$ cat src/rtl/tetris_pkg.sv
// Shared definitions for the Tetris core.
//   GRID_ROWS / GRID_COLS / HIDDEN_ROWS : playfield geometry (row 0 is the top)
//   grid_t                              : packed playfield, one COLS-bit word per row
//   line_clear_state_t                  : pass sequencing for the line compactor
//   score_weight()                      : points awarded for rows cleared in one pass
package tetris_pkg;

  localparam int GRID_ROWS   = 22;
  localparam int GRID_COLS   = 10;
  localparam int HIDDEN_ROWS = 2;

  typedef logic [GRID_ROWS-1:0][GRID_COLS-1:0] grid_t;

  typedef enum logic [1:0] {
    IDLE = 2'd0,
    SCAN = 2'd1,
    DONE = 2'd2
  } line_clear_state_t;

  localparam logic [3:0] SCORE_WT_1 = 4'd1;
  localparam logic [3:0] SCORE_WT_2 = 4'd3;
  localparam logic [3:0] SCORE_WT_3 = 4'd5;
  localparam logic [3:0] SCORE_WT_4 = 4'd8;

  // Four or more rows in one pass all earn the top weight.
  function automatic logic [3:0] score_weight(input logic [4:0] lines);
    logic [3:0] wt;
    case (lines)
      5'd0:    wt = 4'd0;
      5'd1:    wt = SCORE_WT_1;
      5'd2:    wt = SCORE_WT_2;
      5'd3:    wt = SCORE_WT_3;
      default: wt = SCORE_WT_4;
    endcase
    return wt;
  endfunction

endpackage

$ cat src/rtl/score_accum.sv
// Saturating cumulative score.
//   clk      : system clock
//   reset    : asynchronous, active-low; clears the score
//   i_en     : one-cycle pulse adding the weight of i_lines
//   i_lines  : rows cleared in the pass just finished
//   o_score  : running score, sticks at all-ones instead of wrapping
module score_accum
  import tetris_pkg::*;
#(
  parameter int SCORE_W = 16
) (
  input  logic               clk,
  input  logic               reset,
  input  logic               i_en,
  input  logic [4:0]         i_lines,
  output logic [SCORE_W-1:0] o_score
);

  logic [SCORE_W-1:0] r_score;
  logic [SCORE_W:0]   w_wt;
  logic [SCORE_W:0]   w_sum;

  // One spare bit on the sum exposes the carry used for saturation.
  assign w_wt  = (SCORE_W+1)'(score_weight(i_lines));
  assign w_sum = {1'b0, r_score} + w_wt;

  always_ff @(posedge clk or negedge reset) begin
    if (!reset) begin
      r_score <= '0;
    end else if (i_en) begin
      r_score <= w_sum[SCORE_W] ? '1 : w_sum[SCORE_W-1:0];
    end
  end

  assign o_score = r_score;

endmodule

$ cat src/rtl/line_clear.sv
// Post-landing grid compactor: removes every full row of the merged grid and
// drops the rows above it, one row per cycle from the bottom up.
//   clk, reset : clock; asynchronous active-low reset
//   start      : pass request, honoured only while idle
//   grid_i     : merged grid, captured on the accepting edge
//   busy       : pass in progress (acceptance through the done cycle)
//   done       : one-cycle pulse, results valid while high
//   grid_o     : compacted grid, held until the next pass completes
//   lines_o    : full rows removed in the last pass
//   score_o    : cumulative saturating score
//   top_out_o  : any spawn-zone row of grid_o is occupied
module line_clear
  import tetris_pkg::line_clear_state_t, tetris_pkg::IDLE, tetris_pkg::SCAN, tetris_pkg::DONE;
#(
  parameter int ROWS        = tetris_pkg::GRID_ROWS,
  parameter int COLS        = tetris_pkg::GRID_COLS,
  parameter int HIDDEN_ROWS = tetris_pkg::HIDDEN_ROWS,
  parameter int SCORE_W     = 16
) (
  input  logic                      clk,
  input  logic                      reset,
  input  logic                      start,
  input  logic [ROWS-1:0][COLS-1:0] grid_i,
  output logic                      busy,
  output logic                      done,
  output logic [ROWS-1:0][COLS-1:0] grid_o,
  output logic [4:0]                lines_o,
  output logic [SCORE_W-1:0]        score_o,
  output logic                      top_out_o
);

  localparam int PTR_W = $clog2(ROWS);

  line_clear_state_t r_state, w_state_nxt;

  logic [ROWS-1:0][COLS-1:0] r_src, r_dst, r_grid;
  logic [PTR_W-1:0]          r_rd, r_wr;
  logic [4:0]                r_cnt, r_lines;
  logic                      r_top;

  logic [COLS-1:0]           w_row;
  logic                      w_full;
  logic [ROWS-1:0][COLS-1:0] w_dst_nxt;
  logic [4:0]                w_cnt_nxt;
  logic                      w_top;
  logic                      w_last;

  // Effect of the current SCAN step; on the row-0 step these are the final results.
  always_comb begin
    w_row     = r_src[r_rd];
    w_full    = &w_row;
    w_dst_nxt = r_dst;
    w_cnt_nxt = r_cnt;
    if (w_full) begin
      w_cnt_nxt = r_cnt + 5'd1;
    end else begin
      w_dst_nxt[r_wr] = w_row;
    end
  end

  assign w_top  = |w_dst_nxt[HIDDEN_ROWS-1:0];
  assign w_last = (r_state == SCAN) && (r_rd == '0);

  always_ff @(posedge clk or negedge reset) begin
    if (!reset) begin
      r_state <= IDLE;
    end else begin
      r_state <= w_state_nxt;
    end
  end

  always_comb begin
    w_state_nxt = r_state;
    busy        = 1'b1;
    done        = 1'b0;
    case (r_state)
      IDLE: begin
        busy = 1'b0;
        if (start) w_state_nxt = SCAN;
      end
      SCAN: begin
        if (r_rd == '0) w_state_nxt = DONE;
      end
      DONE: begin
        done        = 1'b1;
        w_state_nxt = IDLE;
      end
      default: begin
        busy        = 1'b0;
        w_state_nxt = IDLE;
      end
    endcase
  end

  // Pointers wrap after the row-0 step; they are reloaded before the next use.
  always_ff @(posedge clk or negedge reset) begin
    if (!reset) begin
      r_src   <= '0;
      r_dst   <= '0;
      r_rd    <= '0;
      r_wr    <= '0;
      r_cnt   <= '0;
      r_grid  <= '0;
      r_lines <= '0;
      r_top   <= 1'b0;
    end else if (r_state == IDLE && start) begin
      r_src <= grid_i;
      r_dst <= '0;
      r_rd  <= PTR_W'(ROWS-1);
      r_wr  <= PTR_W'(ROWS-1);
      r_cnt <= '0;
    end else if (r_state == SCAN) begin
      r_dst <= w_dst_nxt;
      r_cnt <= w_cnt_nxt;
      r_rd  <= r_rd - 1'b1;
      if (!w_full) r_wr <= r_wr - 1'b1;
      if (w_last) begin
        r_grid  <= w_dst_nxt;
        r_lines <= w_cnt_nxt;
        r_top   <= w_top;
      end
    end
  end

  score_accum #(
    .SCORE_W (SCORE_W)
  ) u_score (
    .clk     (clk),
    .reset   (reset),
    .i_en    (w_last),
    .i_lines (w_cnt_nxt),
    .o_score (score_o)
  );

  assign grid_o    = r_grid;
  assign lines_o   = r_lines;
  assign top_out_o = r_top;

endmodule

$ cat config.mk
export PLATFORM = sky130hd
export DESIGN_NAME = line_clear
export DESIGN_NICKNAME = d
export VERILOG_FILES = /design/src/rtl/tetris_pkg.sv /design/src/rtl/score_accum.sv /design/src/rtl/line_clear.sv
export SDC_FILE = /design/constraint.sdc
export NUM_CORES = 1
export LEC_CHECK = 0
export BUFFER_PORTS_ARGS = -buffer_cell sky130_fd_sc_hd__buf_2
export CORE_MARGIN = 4
export CORE_UTILIZATION = 62
export CTS_CLUSTER_SIZE = 25
export DETAILED_ROUTE_END_ITERATION = 8
export PLACE_DENSITY = 0.83
export SLEW_MARGIN = 10
export SYNTH_ARGS = -nofsm -noshare
export SYNTH_HDL_FRONTEND = slang
export SYNTH_SLANG_ARGS = --single-unit
$ cat constraint.sdc
create_clock -name clk -period 6.7 [get_ports clk]
set_clock_uncertainty 0.05 [all_clocks]
set_input_delay 2.01 -clock clk [delete_from_list [all_inputs] [get_ports clk]]
set_output_delay 2.01 -clock clk [all_outputs]
set_load 0.03 [all_outputs]
# ---- Word level (Yosys, flattened, before mapping)
# Index checks and enable logic that the tools add are counted.
dict set report op_classes {
  n_addsub 4
  order_cmp 3
  eq_ne 8
  muxes 23
  bitwise_logic 1
  reduce_logical 13
}
# cell count
set op_table {}
lappend op_table {{2-to-1 mux 220 bit} 3}
lappend op_table {{bitwise mux 220 bit} 1}
lappend op_table {{binary-select mux 10 bit (select 5 bit)} 1}
lappend op_table {{demux 10 bit (select 5 bit)} 1}
lappend op_table {{2-to-1 mux 5 bit} 8}
lappend op_table {{2-to-1 mux 10 bit} 2}
lappend op_table {{OR reduction 20 bit} 1}
lappend op_table {{adder 16 x 4 -> 17 bit} 1}
lappend op_table {{2-to-1 mux 16 bit} 1}
lappend op_table {{one-hot mux 4 bit (4 select lines)} 1}
lappend op_table {{< comparator 5 x 6 -> 1 bit (second input constant)} 2}
lappend op_table {{equality test 5 x 2 -> 1 bit (second input constant)} 2}
lappend op_table {{zero test 5 bit} 2}
lappend op_table {{AND reduction 10 bit} 1}
lappend op_table {{subtractor 5 x 1 -> 5 bit (second input constant)} 2}
lappend op_table {{adder 5 x 1 -> 5 bit (second input constant)} 1}
lappend op_table {{equality test 5 x 1 -> 1 bit (second input constant)} 1}
lappend op_table {{>= comparator 5 x 1 -> 1 bit (second input constant)} 1}
lappend op_table {{2-to-1 mux 2 bit} 2}
lappend op_table {{!= test 2 x 1 -> 1 bit (second input constant)} 2}
lappend op_table {{one-hot mux 2 bit (2 select lines)} 1}
lappend op_table {{AND reduction 2 bit} 2}
lappend op_table {{logical AND 1 bit} 3}
lappend op_table {{AND reduction 3 bit} 1}
lappend op_table {{8 further kinds} 9}
dict set report totals {
  regBits 699
  inputBits 223
  output_inout_bits 244
  elab_cells 125
}

# ---- Depth between registers and ports, before layout
# Gate-level depths: netlist (run 1).
dict set report depth {
  depth_word 8
  mapped_depth 23
  ltp_nobuf 17
}

# ---- Cells and area by module
# From an unflattened synthesis (run 1), not the netlist that was laid out.
dict set report unflattened {
  hier_cells 3173
  hier_area_um2 32327.3
}
# mod n_inst cells_each area_each_um2 seq_area_each_um2
set by_module_without_submodules {}
lappend by_module_without_submodules {line_clear 1 3072 31340.1 17091.4}
lappend by_module_without_submodules {score_accum 1 101 987.2 400.4}

# ---- Worst setup path after synthesis (run 1)
# No wires, ideal clock.
dict set report synth_timing {
  kind {reg-to-reg}
  startpoint {register r_rd[0]}
  endpoint {register u_score.r_score[15] (netlist: u_score.o_score[15])}
  setup_ps 129
  t_arrival_ps 4128
  required_time_ps 6521
  setup_slack_ps 2393
  stages_incl_launch_ff 20
  path_buffers 2
  period_less_slack_ps 4307
  cell_sequence {dfrtp_1 -> buf_6 -> mux4_2 -> a32o_1 -> a31oi_1 -> nand2_1 -> nand4_1 -> buf_2 -> nor3_1 -> a31oi_1 -> a21oi_1 -> ha_1 -> a21o_1 -> a21oi_1 -> o21bai_1 -> nor4b_1 -> and2_1 -> nand3_1 -> xor2_1 -> nand2_1}
}
dict set report synth_between {
  elab_chain_len 8
  word_cells_on_any_way 13
  cone_classes {1 x add/sub; 3 x eq/ne; 5 x mux; 4 x reduce/logical}
}
# item line
set synth_rtl {}
lappend synth_rtl {{start: declaration} line_clear.sv:37} ;# logic [PTR_W-1:0] r_rd, r_wr;
lappend synth_rtl {{start signal: assignment} line_clear.sv:109} ;# r_rd <= PTR_W'(ROWS-1);
lappend synth_rtl {{start signal: assignment} line_clear.sv:115} ;# r_rd <= r_rd - 1'b1;
lappend synth_rtl {{binary-select mux 10 bit (select 5 bit)} line_clear.sv:50} ;# w_row = r_src[r_rd];
lappend synth_rtl {{2-to-1 mux 10 bit (not written as such)} line_clear.sv:50}
lappend synth_rtl {{AND reduction 10 bit} line_clear.sv:51} ;# w_full = &w_row;
lappend synth_rtl {{2-to-1 mux 5 bit} line_clear.sv:54} ;# if (w_full) begin
lappend synth_rtl {{equality test 5 x 2 -> 1 bit, or another cell as far along} tetris_pkg.sv:28} ;# case (lines)
lappend synth_rtl {{one-hot mux 4 bit (4 select lines)} tetris_pkg.sv:28}
lappend synth_rtl {{adder 16 x 4 -> 17 bit} score_accum.sv:25} ;# assign w_sum = {1'b0, r_score} + w_wt;
lappend synth_rtl {{2-to-1 mux 16 bit} score_accum.sv:31} ;# r_score <= w_sum[SCORE_W] ? '1 : w_sum[SCORE_W-1:0];
lappend synth_rtl {{end signal: assignment} score_accum.sv:31}
lappend synth_rtl {{end: declaration} score_accum.sv:19} ;# logic [SCORE_W-1:0] r_score;
# Several ways; a longest one is shown, not always the timed one. The select of a mux whose other input is x is not followed.
# A chain may end at the register's enable or synchronous reset.

# ---- Final worst setup path (run 1)
dict set report layout_timing {
  startpoint {register r_rd[0]}
  endpoint {register u_score.r_score[6] (netlist: u_score.o_score[6])}
}
# Same word-level chain as after synthesis.

==> results of run 1 <==
-- worst paths after layout --
check | end | depth (start not counted) | slack [ps] | startpoint
setup / recovery | u_score.o_score[6]$_DFFE_PN0P_ | 18 | 720 | r_rd[0]$_DFFE_PN0P_
min in group asynchronous | grid_o[145]$_DFFE_PN0P_ | 1 | 1430 | reset
max in group asynchronous | r_src[51]$_DFFE_PN0P_ | 2 | 3910 | reset
setup reg to reg | u_score.o_score[6]$_DFFE_PN0P_ | 18 | 720 | r_rd[0]$_DFFE_PN0P_
hold reg to reg | grid_o[33]$_DFFE_PN0P_ | 1 | 410 | r_dst[33]$_DFFE_PN0P_
hold / removal | grid_o[33]$_DFFE_PN0P_ | 1 | 410 | r_dst[33]$_DFFE_PN0P_
-- final cells by class --
class                   instances  area [um2]  share of cell area [%]
multi-input cells            2257       13290                   36.03
clock inverters                20       222.7                  0.6038
clock buffers                 105        2161                   5.858
inverters                      17       63.81                  0.1730
flip-flops and latches        699       17500                   47.43
well taps                     672       840.8                   2.280
repair buffers                510        2810                   7.619
-- layout by cell type, fill, tap and decap left out, types with 6 or more instances in the layout --
| master | synthesis | layout |
|---|---|---|
| nand2_1 | 745 | 740 |
| dfrtp_1 | 699 | 698 |
| buf_2 | 47 | 465 |
| nor2_1 | 262 | 262 |
| a21oi_1 | 212 | 208 |
| nor3_1 | 194 | 194 |
| a21o_1 | 184 | 184 |
| a22o_1 | 180 | 180 |
| mux2i_1 | 136 | 136 |
| clkbuf_16 | 0 | 76 |
| o21ai_0 | 35 | 35 |
| buf_4 | 5 | 33 |
| a22oi_1 | 29 | 29 |
| nand3_1 | 29 | 24 |
| mux4_2 | 20 | 20 |
| o2111ai_2 | 18 | 19 |
| o211a_1 | 18 | 18 |
| xnor2_1 | 16 | 16 |
| ha_1 | 17 | 16 |
| o21ai_1 | 15 | 15 |
| clkbuf_8 | 0 | 15 |
| inv_1 | 14 | 14 |
| clkbuf_1 | 190 | 14 |
| clkinv_2 | 0 | 12 |
| buf_12 | 2 | 11 |
| a31oi_1 | 10 | 10 |
| nor2_2 | 10 | 10 |
| xor2_1 | 8 | 8 |
| or2_2 | 7 | 7 |
| nor4_1 | 7 | 7 |
| and2_1 | 7 | 6 |
| nor3b_1 | 6 | 6 |
| nand4_1 | 6 | 6 |
| o211ai_1 | 6 | 6 |
| o31ai_1 | 6 | 6 |
-- flip-flops by register name, indices dropped and copies added, names as in the netlist --
register and count:
grid_o 220, r_dst 220, r_src 220, u_score.o_score 16
lines_o 5, r_cnt 5, r_rd 5, r_wr 5
r_state 2, top_out_o 1
-- power by group through the flow --
stage	Clock, mW	Sequential (mW)	Combinational (mW)
after global placement	0	5.83	4.32
after CTS	4.08	5.81	4.51
after detailed placement	0	5.85	4.46
after floorplan	0	5.49	3.09
final	4.06	5.85	4.62
after global routing	4.27	5.92	4.90
-- stage by stage --
stage / hold WS, ps / instance area (um2) / power [mW]
5_1_grt: 428.3 / 36880 / 15.09
3_5_place_dp: 408.4 / 34500 / 10.31
2_1_floorplan: 390.1 / 31850 / 8.576
4_1_cts: 407.3 / 36880 / 14.40
3_3_place_gp: 405.8 / 34480 / 10.15
6_report: 405.5 / 36880 / 14.53
-- logic make-up after synthesis --
| kind of cell | share of synthesized area (%) |
|---|---|
| AOI/OAI and AO/OA | 17.18 |
| xor gates and xnor gates | 0.6601 |
| adders and majority gates | 0.7308 |
| buffers and inverters | 3.803 |
| DFF | 54.93 |
| muxes | 5.866 |
| and+or+nand+nor | 16.84 |
-- layer usage --
metal  up-vias  part of all wire (%)
met5         -                 0.027
met2      1743                    47
met3       381                   9.5
met1     13260                    37
li1      11830                     -
met4         4                   6.0
-- worst max-delay path, stage by stage (launching register included) --
cell and delay [ps]:
dfrtp_4 1160, mux4_2 630, a32oi_1 300, o221ai_4 140
buf_4 330, a21boi_1 210, nand4_1 130, buf_4 270
or2_2 300, nor3_1 70, a211oi_1 240, ha_1 240
fa_1 240, a21oi_1 80, nor2_1 90, nor2_1 70
nor4_1 720, nand2_1 390, o21ai_0 200
==> run metrics, run 1 <==
Final Max Tran Viols=0; die width=234.6 um; IO Count=467; # setup viols final=0; worst-case clock buffer depth=3; clock power share=28.0%; Setup crit start kind=flop; Main synth FF type=dfrtp_1; synthesized cell area=0.03185 mm2; fin util=73.07%; unrepaired setup endpoints after global routing=false; CTS Buf Count=72; top cell type by total area after synthesis=dfrtp_1; Initial Util=63.09%; IO buf count=466; die area=0.05505 mm2; DRC Markers=0; met1 Resource Use GR=47.19%; syn_area_per_cell=9.838 um2; Max-cap violations=0; initial antenna violation count=3; vias in the first global route=26840; run status=completed; WL final=101.5 mm; Setup WS post-layout=719.4 ps; Fill cells=3516; Core ar.=0.05048 mm2; wire length per cell=23.72 um; hold crit path type=flop to flop; final setup TNS=0 ps; worst vdd ir=295.2 uV; hold bufs inserted after CTS=0; Synth warnings=0; Clock transition at path regs=60 ps; PostCTS Resize Cnt=0; GRT Residual Overflow=0; M3 GR Usage=7.247%; PD cells=393.8 mW/mm2; TritonRoute pass-1 iters=7; period utilisation layout=89.26%; Post-CTS Repair Setup Buffers=0; gp weighted congestion=0.9343; Post-DP HPWL=64.62 mm; Psw=5.682 mW; # diodes=0; vias=27210; DRT antenna net count=0; post-synth top area share=54.93%; cell count after synthesis=3237; clk root buf=clkbuf_16; Slew HR=14.46%; Finished Layout Cells=4280; Worst EP required=7170 ps; Async S/R FF share, synth=100.0%; EDFF count, synth=0; crit path kind=flop to flop; synthesis-stage register bit count=699; GRT busiest layer=met2; power share of the sequential group=40.2%; M2 GR Usage=56.56%; most common cell in the netlist=nand2_1; minimum clock period=5981 ps; pre-CTS WS=771.7 ps; Max H-tree Level=3; Total GRT Usage=35.77%; FMAX=0.1672 GHz; final hold vios=0; combinational fraction of design power=31.8%; first-pass GRT wire length=155.8 mm; crit-path max FO=68; Setup crit end kind=flop; worst endpoint data arrival time=6450 ps; share of cells above drive strength 1=19.84%; Pint=8.844 mW; synth cell count leaders=nand2_1 (745), dfrtp_1 (699), nor2_1 (262); Nets=3798; post-synthesis sequential area ratio=54.93%; switching share of total power=39.12%; Via density=6.358; placed cell count=4155; Detailed Route Iter0 Violations=3268; Synth Net Count=3478; largest cells by area after synthesis=dfrtp_1 (55%), nand2_1 (8.8%), a22o_1 (5.0%), a21o_1 (4.3%), mux2i_1 (4.3%); Synth-to-Final Area Change=15.82%; Leak=20.87 nW; CTS tree=built; std cell rows=82; Worst Max-Slew Pin Slew=1283 ps; clock sink count=699; Die Y-Extent=234.6 um; largest net degree at the start of global routing=194; library cells used by synthesis=64; Clock Latency Late Sink=620 ps
Note: power is estimated with default switching activity, not from simulation.
==> run 2: changes to the inputs <==
Settings changed: SYNTH_HIERARCHICAL set to 1.
==> run 2 against run 1 <==
Net effect: fmax increased by 3.4%; critical path type unchanged; die area increased by 1.5%; worst hold slack improved by 20 ps; largest cell class unchanged; sequential power decreased by 0.7%; sequential share of layout area decreased by 0.37 points; sequential cell count unchanged; total power increased by 0.49%; first-iteration DRC count decreased by 18%; area after synthesis increased by 1.5%; clock power about the same.
==> run metrics, run 2 <==
Core ar.=0.05151 mm2 (+2.0%); crit path to=u_score/o_score[0]$_DFFE_PN0P_; CTS tree=built; Multi-input gate area=0.01361 mm2 (+2.4%); Max H-tree Level=3 (unchanged); top cell type by total area after synthesis=dfrtp_1; syn_area_per_cell=10.19 um2 (+3.6%); crit-path max FO=29 (-57%); critical path, cell by cell=nand2b_1, o22ai_1, o21ai_0, nand3_2, buf_4, and4b_1, nand3_1, mux2i_1, inv_1, nor2_1, nor2_1, ha_1, fa_1, a211oi_2, nor2_1, a31o_2, o22a_1; std cell rows=83 (+1.2%); cell count after synthesis=3173 (-2.0%); first-pass GRT wire length=147.5 mm (-5.3%); Post-DP HPWL=64.57 mm (about the same); CP max-delay cell=dfrtp_1; worst endpoint data arrival time=6230 ps (-220 ps); most frequent CP cell=nor2_1; reg2reg start=r_rd[1]$_DFFE_PN0P_; worst-case clock buffer depth=3 (unchanged); r2r endpoint=u_score/o_score[0]$_DFFE_PN0P_; Synth-to-Final Area Change=14.99%; wire length per cell=22.72 um (-4.2%); Total Power=14.60 mW (+0.49%); IO buf count=466 (unchanged); # setup viols final=0 (unchanged); Setup crit start kind=flop; Detailed Route Iter0 Violations=2677 (-18%); gp weighted congestion=0.9371 (+0.30%); worst reg-to-reg path cell count=17 (-1); dpl cell area=0.03480 mm2 (+0.87%); Total GRT Usage=33.60% (-2.2 points); share of cells above drive strength 1=19.64% (-0.21 points); crit-path max cell delay=920 ps (-240 ps); Slew HR=11.28% (-3.2 points); fin util=72.17% (-0.90 points); vias in the first global route=25740 (-4.1%); Max-cap violations=0 (unchanged); final hold vios=0 (unchanged); EDFF count, synth=0 (unchanged); vias=25230 (-7.3%); Worst Max-Slew Pin Slew=1331 ps (+47.69 ps); largest cells by area after synthesis=dfrtp_1 (54%), mux2i_1 (15%), nand2_1 (13%), clkbuf_1 (2.0%), o21ai_1 (2.0%); Clock transition at path regs=60 ps (about the same); Reg area=0.01750 mm2 (unchanged); FMAX=0.1730 GHz (+3.4%); Async S/R FF share, synth=100.0% (unchanged); clk root buf=clkbuf_16; WL final=96.09 mm (-5.3%); crit path kind=flop to flop; commonest non-fill, non-tap cell in the layout=nand2_1; most common cell in the netlist=nand2_1; largest net degree at the start of global routing=257 (+32%); crit path launch=r_rd[1]$_DFFE_PN0P_; Synth warnings=6 (+6); die area=0.05586 mm2 (+1.5%); Leak=20.83 nW (-0.23%); synthesized cell area=0.03233 mm2 (+1.5%); slack of the worst reg-to-reg path=920 ps (+200 ps); Main synth FF type=dfrtp_1; period utilisation layout=86.29% (-3.0 points); synthesis-stage register bit count=699 (unchanged); PostCTS Resize Cnt=0 (unchanged); Clock Latency Late Sink=620 ps (about the same); Die Y-Extent=236.3 um (+0.73%); DRC Markers=0 (unchanged); worst vdd ir=267.9 uV (-9.2%); die width=236.3 um (+0.73%); minimum clock period=5782 ps (-199.0 ps); Nets=3737 (-1.6%); Post-CTS Repair Setup Buffers=0 (unchanged); run status=completed; PD cells=392.7 mW/mm2 (-0.29%); hold crit path type=flop to flop; initial antenna violation count=0 (-3); IO Count=467 (unchanged); fin area=0.03717 mm2 (+0.78%); Final Max Tran Viols=0 (unchanged); # diodes=0 (unchanged); clock sink count=699 (unchanged); GRT Residual Overflow=0 (unchanged); hold bufs inserted after CTS=0 (unchanged); CTS Buf Count=71 (-1.4%); Synth Net Count=3413 (-1.9%); Fill cells=3717 (+5.7%); Setup crit end kind=flop; TritonRoute pass-1 iters=5 (-2); library cells used by synthesis=78 (+22%); Initial Util=62.76% (-0.33 points); commonest non-fill, non-tap cells in the layout=nand2_1 (1121), dfrtp_1 (698), mux2i_1 (487), buf_2 (465), o21ai_1 (128); Worst EP required=7140 ps (-30 ps); Via density=5.966 (-6.2%); final setup TNS=0 ps (unchanged); post-synth top area share=54.11% (-0.82 points); post-synthesis sequential area ratio=54.11% (-0.82 points); DRT antenna net count=0 (unchanged); unrepaired setup endpoints after global routing=false; synth cell count leaders=nand2_1 (1123), dfrtp_1 (699), mux2i_1 (487)
-- run 2: cell types whose count changed after synthesis, moves of 113 or more --
cell     before   now
nor2_1      262    44
nand2_1     745  1123
o21ai_1      15   128
mux2i_1     136   487
a22o_1      180     0
a21oi_1     212    14
nor3_1      194    12
a21o_1      184     1
-- run 2: layer usage --
metal | global-route usage (%) | vias to the layer above | wire, um
met5 | 0 | - | 0
met2 | 55.83 | 1185 | 47310
li1 | - | 11280 | -
met1 | 42.99 | 12500 | 36760
met3 | 5.893 | 261 | 7118
met4 | 16.56 | 0 | 4898
-- run 2: worst min path at each step --
stage | slack, ps | cells after the start | startpoint | endpoint
floorplan | 390 | 2 | r_src[109]$_DFFE_PN0P_ | r_src[109]$_DFFE_PN0P_
global placement | 410 | 2 | r_src[162]$_DFFE_PN0P_ | r_src[162]$_DFFE_PN0P_
detailed placement | 410 | 2 | r_src[23]$_DFFE_PN0P_ | r_src[23]$_DFFE_PN0P_
CTS | 430 | 2 | r_src[23]$_DFFE_PN0P_ | r_src[23]$_DFFE_PN0P_
global route | 440 | 2 | r_src[203]$_DFFE_PN0P_ | r_src[203]$_DFFE_PN0P_
finish | 430 | 2 | grid_o[184]$_DFFE_PN0P_ | grid_o[184]$_DFFE_PN0P_
-- run 2: final cells by class --
type	instances	share of cell area, %
sequential	699	47.06
multi-input combinational	2205	36.62
timing repair buffer	508	7.519
clock buffer	103	5.762
tap	680	2.289
clock inverter	22	0.6261
inverter	12	0.1212
-- run 2: logic make-up after synthesis --
| family | synth area share (%) |
|---|---|
| and+or+nand+nor | 16.29 |
| adders and majority gates | 0.6812 |
| AOI/OAI and AO/OA | 7.683 |
| muxes | 16.82 |
| DFF | 54.11 |
| buffers and inverters | 3.986 |
| xor gates and xnor gates | 0.4335 |
-- run 2: metrics by stage --
| stage | std cells | worst slack [ps] | hold slack (ps) |
|---|---|---|---|
| floorplan | 3173 | 2145 | 390.3 |
| CTS | 4229 | 1041 | 426.7 |
| finish | 4229 | 918.4 | 425.7 |
| detailed placement | 4104 | 1045 | 411.7 |
| global route | 4229 | 585.1 | 437.1 |
| global placement | 4104 | 1117 | 405.6 |
-- run 2: report_power, final --
group | leakage (nW) | total, mW | internal (mW) | switching, mW
Clock | 1.17 | 4.06 | 2.38 | 1.68
Combinational | 10.3 | 4.73 | 1.45 | 3.28
Sequential | 9.36 | 5.81 | 5.02 | 0.788
Total | 20.8 | 14.6 | 8.85 | 5.75
-- run 2: worst max-delay path, delay by kind of cell, from the launching register on --
kind,cells,cell delay [ps]
multiplexers,1,370
flip-flops,1,920
adder cells (fa/ha/maj),2,660
buffers and inverters,2,550
AND/OR/NAND/NOR,7,1710
AO/OA/AOI/OAI,5,1400
